===== src/rtl/conv_sample_seq.sv =====
// conv_sample_seq: per-sample conv sequencer (init/exec/drain/fin/out) plus weight/bias load addressing
module conv_sample_seq #(
  parameter int CORE_LAT = 2,
  parameter int F_NUM    = 16
) (
  input  logic        clk,
  input  logic        rst_n,
  input  logic        run,
  input  logic        wwrite,
  input  logic        bwrite,
  input  logic        src_valid,
  input  logic        src_ready,
  input  logic        s_init,
  output logic        s_fin,
  output logic        k_init,
  output logic        exec,
  output logic [11:0] ia,
  output logic        k_fin,
  output logic [3:0]  ra,
  output logic        outr,
  output logic [11:0] oa,
  output logic [3:0]  kn,
  output logic [9:0]  prm_a,
  output logic [9:0]  wa,
  output logic        busy,
  input  logic [3:0]  id,
  input  logic [9:0]  is,
  input  logic [4:0]  ih,
  input  logic [4:0]  iw,
  input  logic [3:0]  od,
  input  logic [9:0]  os,
  input  logic [4:0]  oh,
  input  logic [4:0]  ow,
  input  logic [9:0]  fs,
  input  logic [9:0]  ks,
  input  logic [4:0]  kh,
  input  logic [4:0]  kw
);
  typedef enum logic [2:0] {IDLE, INIT, EXEC, DRAIN, FIN, OUT, DONE} state_t;
  state_t state_q, state_d;
  logic [3:0]  c_q, c_d;
  logic [4:0]  ky_q, ky_d, kx_q, kx_d, oy_q, oy_d, ox_q, ox_d, j_q, j_d;
  logic [7:0]  dcnt_q, dcnt_d;
  logic [11:0] irow_q, irow_d, ipix_q, ipix_d, ich_q, ich_d, ikrow_q, ikrow_d;
  logic [11:0] opix_q, opix_d, oacc_q, oacc_d;
  logic [9:0]  wch_q, wch_d;
  logic        k_init_q, k_init_d, exec_q, exec_d, k_fin_q, k_fin_d, outr_q, outr_d;
  logic        s_fin_q, s_fin_d, busy_q, busy_d;
  logic [11:0] ia_q, ia_d, oa_q, oa_d;
  logic [9:0]  wa_q, wa_d, prm_a_q, prm_a_d;
  logic [3:0]  ra_q, ra_d, kn_q, kn_d;
  logic        cfg_ok, load, beat, wrap;
  assign cfg_ok = (od != 4'd0) && (5'(od) <= 5'(F_NUM)) && (ih >= kh);
  assign load   = (state_q == IDLE) && !run && (wwrite || bwrite);
  assign beat   = load && src_valid && src_ready;
  assign wrap   = bwrite || (prm_a_q == fs - 10'd1);
  always_comb begin
    state_d = state_q;
    c_d     = c_q;
    ky_d    = ky_q;
    kx_d    = kx_q;
    oy_d    = oy_q;
    ox_d    = ox_q;
    j_d     = j_q;
    dcnt_d  = dcnt_q;
    irow_d  = irow_q;
    ipix_d  = ipix_q;
    ich_d   = ich_q;
    ikrow_d = ikrow_q;
    opix_d  = opix_q;
    oacc_d  = oacc_q;
    wch_d   = wch_q;
    ia_d    = 12'd0;
    wa_d    = 10'd0;
    ra_d    = 4'd0;
    outr_d  = 1'b0;
    oa_d    = 12'd0;
    unique case (state_q)
      IDLE: if (s_init && run && cfg_ok) begin
        state_d = INIT;
        oy_d    = 5'd0;
        ox_d    = 5'd0;
        irow_d  = 12'd0;
        ipix_d  = 12'd0;
        opix_d  = 12'd0;
      end
      INIT: begin
        state_d = EXEC;
        c_d     = 4'd0;
        ky_d    = 5'd0;
        kx_d    = 5'd0;
        ich_d   = ipix_q;
        ikrow_d = ipix_q;
        wch_d   = 10'd0;
        ia_d    = ipix_q;
      end
      EXEC: if (kx_q != kw - 5'd1) begin
        kx_d = kx_q + 5'd1;
        ia_d = ia_q + 12'd1;
        wa_d = wa_q + 10'd1;
      end else if (ky_q != kh - 5'd1) begin
        kx_d    = 5'd0;
        ky_d    = ky_q + 5'd1;
        ikrow_d = ikrow_q + 12'(iw);
        ia_d    = ikrow_d;
        wa_d    = wa_q + 10'd1;
      end else if (c_q != id - 4'd1) begin
        kx_d    = 5'd0;
        ky_d    = 5'd0;
        c_d     = c_q + 4'd1;
        ich_d   = ich_q + 12'(is);
        ikrow_d = ich_d;
        ia_d    = ich_d;
        wch_d   = wch_q + ks;
        wa_d    = wch_d;
      end else begin
        state_d = (CORE_LAT == 0) ? FIN : DRAIN;
        dcnt_d  = 8'd0;
      end
      DRAIN: begin
        dcnt_d  = dcnt_q + 8'd1;
        state_d = (dcnt_q == 8'(CORE_LAT - 1)) ? FIN : DRAIN;
      end
      FIN: begin
        state_d = OUT;
        j_d     = 5'd0;
        oacc_d  = opix_q;
      end
      OUT: if (j_q == {1'b0, od}) begin
        opix_d = opix_q + 12'd1;
        if (ox_q == ow - 5'd1) begin
          ox_d   = 5'd0;
          oy_d   = oy_q + 5'd1;
          irow_d = irow_q + 12'(iw);
          ipix_d = irow_d;
        end else begin
          ox_d   = ox_q + 5'd1;
          ipix_d = ipix_q + 12'd1;
        end
        state_d = (oy_d == oh) ? DONE : INIT;
      end else begin
        // result write trails the ra select by one cycle to match the registered sum[ra]
        j_d    = j_q + 5'd1;
        ra_d   = (j_d < {1'b0, od}) ? j_d[3:0] : 4'd0;
        outr_d = 1'b1;
        oa_d   = oacc_q;
        oacc_d = oacc_q + 12'(os);
      end
      DONE: state_d = IDLE;
      default: state_d = IDLE;
    endcase
    k_init_d = state_d == INIT;
    exec_d   = state_d == EXEC;
    k_fin_d  = state_d == FIN;
    s_fin_d  = state_d == DONE;
    busy_d   = (state_d != IDLE) && (state_d != DONE);
    kn_d     = !(wwrite || bwrite) ? 4'd0 : (beat && wrap) ? kn_q + 4'd1 : kn_q;
    prm_a_d  = !(wwrite || bwrite) ? 10'd0 : !beat ? prm_a_q : wrap ? 10'd0 : prm_a_q + 10'd1;
  end
  always_ff @(posedge clk or negedge rst_n) begin
    if (!rst_n) begin
      state_q  <= IDLE;
      c_q      <= '0;
      ky_q     <= '0;
      kx_q     <= '0;
      oy_q     <= '0;
      ox_q     <= '0;
      j_q      <= '0;
      dcnt_q   <= '0;
      irow_q   <= '0;
      ipix_q   <= '0;
      ich_q    <= '0;
      ikrow_q  <= '0;
      opix_q   <= '0;
      oacc_q   <= '0;
      wch_q    <= '0;
      k_init_q <= 1'b0;
      exec_q   <= 1'b0;
      k_fin_q  <= 1'b0;
      outr_q   <= 1'b0;
      s_fin_q  <= 1'b0;
      busy_q   <= 1'b0;
      ia_q     <= '0;
      oa_q     <= '0;
      wa_q     <= '0;
      ra_q     <= '0;
      kn_q     <= '0;
      prm_a_q  <= '0;
    end else begin
      state_q  <= state_d;
      c_q      <= c_d;
      ky_q     <= ky_d;
      kx_q     <= kx_d;
      oy_q     <= oy_d;
      ox_q     <= ox_d;
      j_q      <= j_d;
      dcnt_q   <= dcnt_d;
      irow_q   <= irow_d;
      ipix_q   <= ipix_d;
      ich_q    <= ich_d;
      ikrow_q  <= ikrow_d;
      opix_q   <= opix_d;
      oacc_q   <= oacc_d;
      wch_q    <= wch_d;
      k_init_q <= k_init_d;
      exec_q   <= exec_d;
      k_fin_q  <= k_fin_d;
      outr_q   <= outr_d;
      s_fin_q  <= s_fin_d;
      busy_q   <= busy_d;
      ia_q     <= ia_d;
      oa_q     <= oa_d;
      wa_q     <= wa_d;
      ra_q     <= ra_d;
      kn_q     <= kn_d;
      prm_a_q  <= prm_a_d;
    end
  end
  assign s_fin  = s_fin_q;
  assign k_init = k_init_q;
  assign exec   = exec_q;
  assign ia     = ia_q;
  assign k_fin  = k_fin_q;
  assign ra     = ra_q;
  assign outr   = outr_q;
  assign oa     = oa_q;
  assign kn     = kn_q;
  assign prm_a  = prm_a_q;
  assign wa     = wa_q;
  assign busy   = busy_q;
endmodule


===== config.mk =====
export PLATFORM = sky130hd
export DESIGN_NAME = conv_sample_seq
export DESIGN_NICKNAME = d
export VERILOG_FILES = /design/src/rtl/conv_sample_seq.sv
export SDC_FILE = /design/constraint.sdc
export NUM_CORES = 1
export LEC_CHECK = 0
export ABC_AREA = 0
export CAP_MARGIN = 10
export CORE_ASPECT_RATIO = 0.8
export CORE_UTILIZATION = 45
export CTS_CLUSTER_DIAMETER = 150
export DETAILED_ROUTE_END_ITERATION = 6
export PLACE_DENSITY = 0.67
export SLEW_MARGIN = 30
export SYNTH_ARGS = -nofsm -noshare
export SYNTH_HDL_FRONTEND = slang
export SYNTH_SLANG_ARGS = --single-unit

===== constraint.sdc =====
create_clock -name clk -period 6.2 [get_ports clk]
set_input_delay 1.24 -clock clk [delete_from_list [all_inputs] [get_ports clk]]
set_output_delay 1.24 -clock clk [all_outputs]
set_load 0.03 [all_outputs]

==> summary.md <==
| Metric | Value |
|---|---|
| Multi-input gate area | `about 6600 µm²` |
| I/O pin count | `144` |
| First element of the critical path | `kh[0]` |
| Most used DFF post-synth | `dfrtp_1` |
| Slew headroom | `between 40% and 50%` |
| Drt total wl | `29.31 mm` |
| Setup_tns | `0 ns` |
| Die Span X | `180.5 µm` |
| Max clock buf depth | `2` |
| Clock Skew | `0.007678 ns` |
| Crit Path Max Fanout | `26` |
| Comb pwr share | `between 30 and 40%` |
| Vias in the first global route | `9170` |
| Die height | `144.8 µm` |
| Post-route total power | `0.004000 W` |
| Post-synth EDFFs | `0` |
| WS Path Type | `primary input to flip-flop` |
| Total gr overflow | `0` |
| Sequential power share | `39.4%` |
| Switching share of power | `36.24%` |
| Setup bufs post-CTS | `0` |
| Initial antenna violation count | `0` |
| Port bufs | `143` |
| Share of the synthesized area in the top cell type | `~39%` |
| Crit start category | `primary input` |
| Routability cong. | `0.8618` |
| Synthesized area | `11470 µm²` |
| Proportion of power drawn by the clock network | `a little over a quarter` |
| Status | `finished clean` |
| CTS-repair resized insts | `0` |
| Row count | `51` |
| Leakage | `approximately 6.4 nW` |
| Drt first pass iters | `7` |
| Initial Util | `46.44%` |
| Via density per instance | `5.612` |
| R2r startpoint | `ky_q[3]$_DFFE_PN0P_` |
| Final nets | `1591` |
| Core area | `24690 µm²` |
| Async S/R FF share, synth | `100.0%` |
| Leading area contributor after synthesis | `dfrtp_1` |
| Yosys reg bits | `180` |
| Measured slew at the worst slew-check pin | `roughly 0.8 ns` |
| Achievable Freq | `around 230 MHz` |
| Post-Syn Instances | `roughly 1300` |
| CP arrival | `approximately 4.7 ns` |
| Antenna-violating nets left | `0` |
| GRT Total Usage | `a little under a quarter` |
| Pin count of the biggest net entering global routing | `181` |
| Final hold vios | `0` |
| Setup crit end kind | `flip-flop` |
| First-pass GRT wire length | `47.96 mm` |
| P&R area growth vs syn | `20.44%` |
| Max Slew Vio Count | `0` |
| Required time worst endpoint | `6.52 ns` |
| Synth cell types | `about 70` |
| Switching power | `0.001450 W` |
| Final setup vio count | `0` |
| Register Area | `4504 µm²` |
| Die area | `around 26000 µm²` |
| FILL cells | `between 2000 and 2500` |
| Wire length per cell | `16.61 µm` |
| Sequential share of the synthesized area | `39.28%` |
| DRC | `0` |
| Final core occ | `55.94%` |
| Top post-synthesis cells by area | `dfrtp_1, ha_1, o21ai_0` |
| Max Cap Violations | `0` |
| Fin crit share | `a little under three quarters` |
| Clock Sinks | `180` |
| TritonCTS clock tree | `built` |
| Cts-stage hold buffer count | `0` |
| Final worst setup slack | `between 1.5 and 2 ns` |
| TritonCTS Buffers | `17` |
| Hold wc startpoint | `wch_q[7]$_DFFE_PN0P_` |
| Setup slack after placement | `~1.4 ns` |
| Worst-Skew Late Latency | `0.44 ns` |
| Clock root buffer | `clkbuf_16` |
| Clk slew on worst S/H paths | `0.07 ns` |
| Hold Crit Class | `flip-flop to flip-flop` |
| Syn nets | `1465` |
| Pwr/cell area | `289.6 nW/µm²` |
| Vias | `9906` |
| RSZ-0062 raised after global routing | `no` |
| DRT iter0 DRCs | `830` |
| Maximum vdd drop | `0.2235 mV` |
| Share of cells above drive strength 1 | `between 4 and 5%` |
| YS warnings | `0` |
| Hold slack | `0.4862 ns` |
| H-tree depth | `4` |
| Min Tclk post-route | `~4.4 ns` |
| Post-synthesis area per instance | `8.775 µm²` |
| Internal power | `0.002550 W` |
| HPWL Detailed | `21.31 mm` |
critical path: stages:
cell             delay [ns]
clkdlybuf4s50_1        0.58
inv_1                  0.08
ha_1                   0.24
nand2b_1               0.17
o211a_1                0.13
o31a_1                 0.34
nor3b_2                0.59
and3_1                 0.61
nor2_1                 0.17
buf_4                  0.27
mux2_2                 0.30
per-stage QoR:
stage,instance area (µm²),cells
2_1_floorplan,11470,1307
3_3_place_gp,13210,1731
4_1_cts,13780,1763
3_5_place_dp,13210,1731
5_1_grt,13810,1764
6_report,13810,1765
power groups by stage:
stage                     combinational, W  clock (W)  sequential (W)
after floorplan                   0.000836          0         0.00163
after global placement             0.00131          0         0.00159
after detailed placement           0.00134          0         0.00159
after CTS                          0.00135    0.00110         0.00157
after global routing               0.00150    0.00114         0.00160
final                              0.00135    0.00108         0.00158
layer usage:
| metal | global-route usage [%] | vias to the layer above | routed length, µm |
|---|---|---|---|
| li1 | - | 4885 | - |
| met2 | 34.17 | 302 | 12330 |
| met5 | 0 | - | 0 |
| met1 | 34.74 | 4695 | 15090 |
| met4 | 6.298 | 0 | 304 |
| met3 | 3.604 | 24 | 1594 |
Yosys cell counts (all sizes together), types with 5 or more instances:
| library cell | number |
|---|---|
| mux2i | 10 |
| nor2 | 102 |
| nor3 | 30 |
| or2 | 5 |
| a21oi | 64 |
| mux2 | 6 |
| and3 | 27 |
| o211ai | 8 |
| a21o | 23 |
| a31oi | 11 |
| o21bai | 7 |
| nand4 | 20 |
| dfrtp | 180 |
| o31ai | 12 |
| o21a | 8 |
| o21ai | 144 |
| nor2b | 14 |
| and2 | 19 |
| ha | 67 |
| xor2 | 64 |
| clkbuf | 44 |
| o211a | 5 |
| inv | 54 |
| nand2 | 156 |
| fa | 5 |
| nand2b | 18 |
| or3 | 11 |
| xnor2 | 57 |
| nand3 | 44 |
| nand3b | 5 |
| a22o | 9 |
| nor3b | 5 |
| o22ai | 9 |
area by class of cell:
class	instances	area share [%]
clock buffer	22	3.433
timing repair buffer	154	11.20
clock inverter	10	0.7246
inverter	54	1.467
multi-input combinational	1026	47.66
antenna	1	0.01812
tap	318	2.880
sequential	180	32.61
final timing paths:
kind                                              to  slack, ns  cells after the start
min in group asynchronous       wch_q[9]$_DFFE_PN0P_       0.78                      2
worst min-delay path            wch_q[7]$_DFFE_PN0P_       0.49                      2
worst max-delay path            ich_q[1]$_DFFE_PN0P_       1.78                     11
worst max register to register  ich_q[1]$_DFFE_PN0P_       3.06                      8
worst min register to register  wch_q[7]$_DFFE_PN0P_       0.49                      2
max in group asynchronous            ra[3]$_DFF_PN0_       4.55                      3
state kept, by name, indices dropped and copies added, names as in the netlist, 12 cells and up:
signal   count
oa          12
ipix_q      12
opix_q      12
oacc_q      12
ia          12
ikrow_q     12
ich_q       12
irow_q      12
logic make-up (layout without fill, tap and decap cells):
logic type      Yosys count  in the layout  share of synthesized area (%)
buf+inv                 101            240                          3.338
mux                      16             16                          1.462
other cells               0              1                              0
simple gates            474            474                          20.00
compound gates          343            343                          18.50
fa+ha+maj                72             72                          8.182
flops                   180            180                          39.28
xor+xnor                121            121                          9.241
placed cells by master, fill, tap and decap left out, types with 44 or more instances in the layout:
cell type,Yosys,final
ha_1,67,67
nor2_1,102,102
nand3_1,44,44
o21ai_0,142,142
xor2_1,64,64
a21oi_1,64,64
clkdlybuf4s50_1,0,142
inv_1,54,54
nand2_1,156,156
xnor2_1,57,57
dfrtp_1,180,180
No activity file was read; power rests on OpenSTA's default activity.
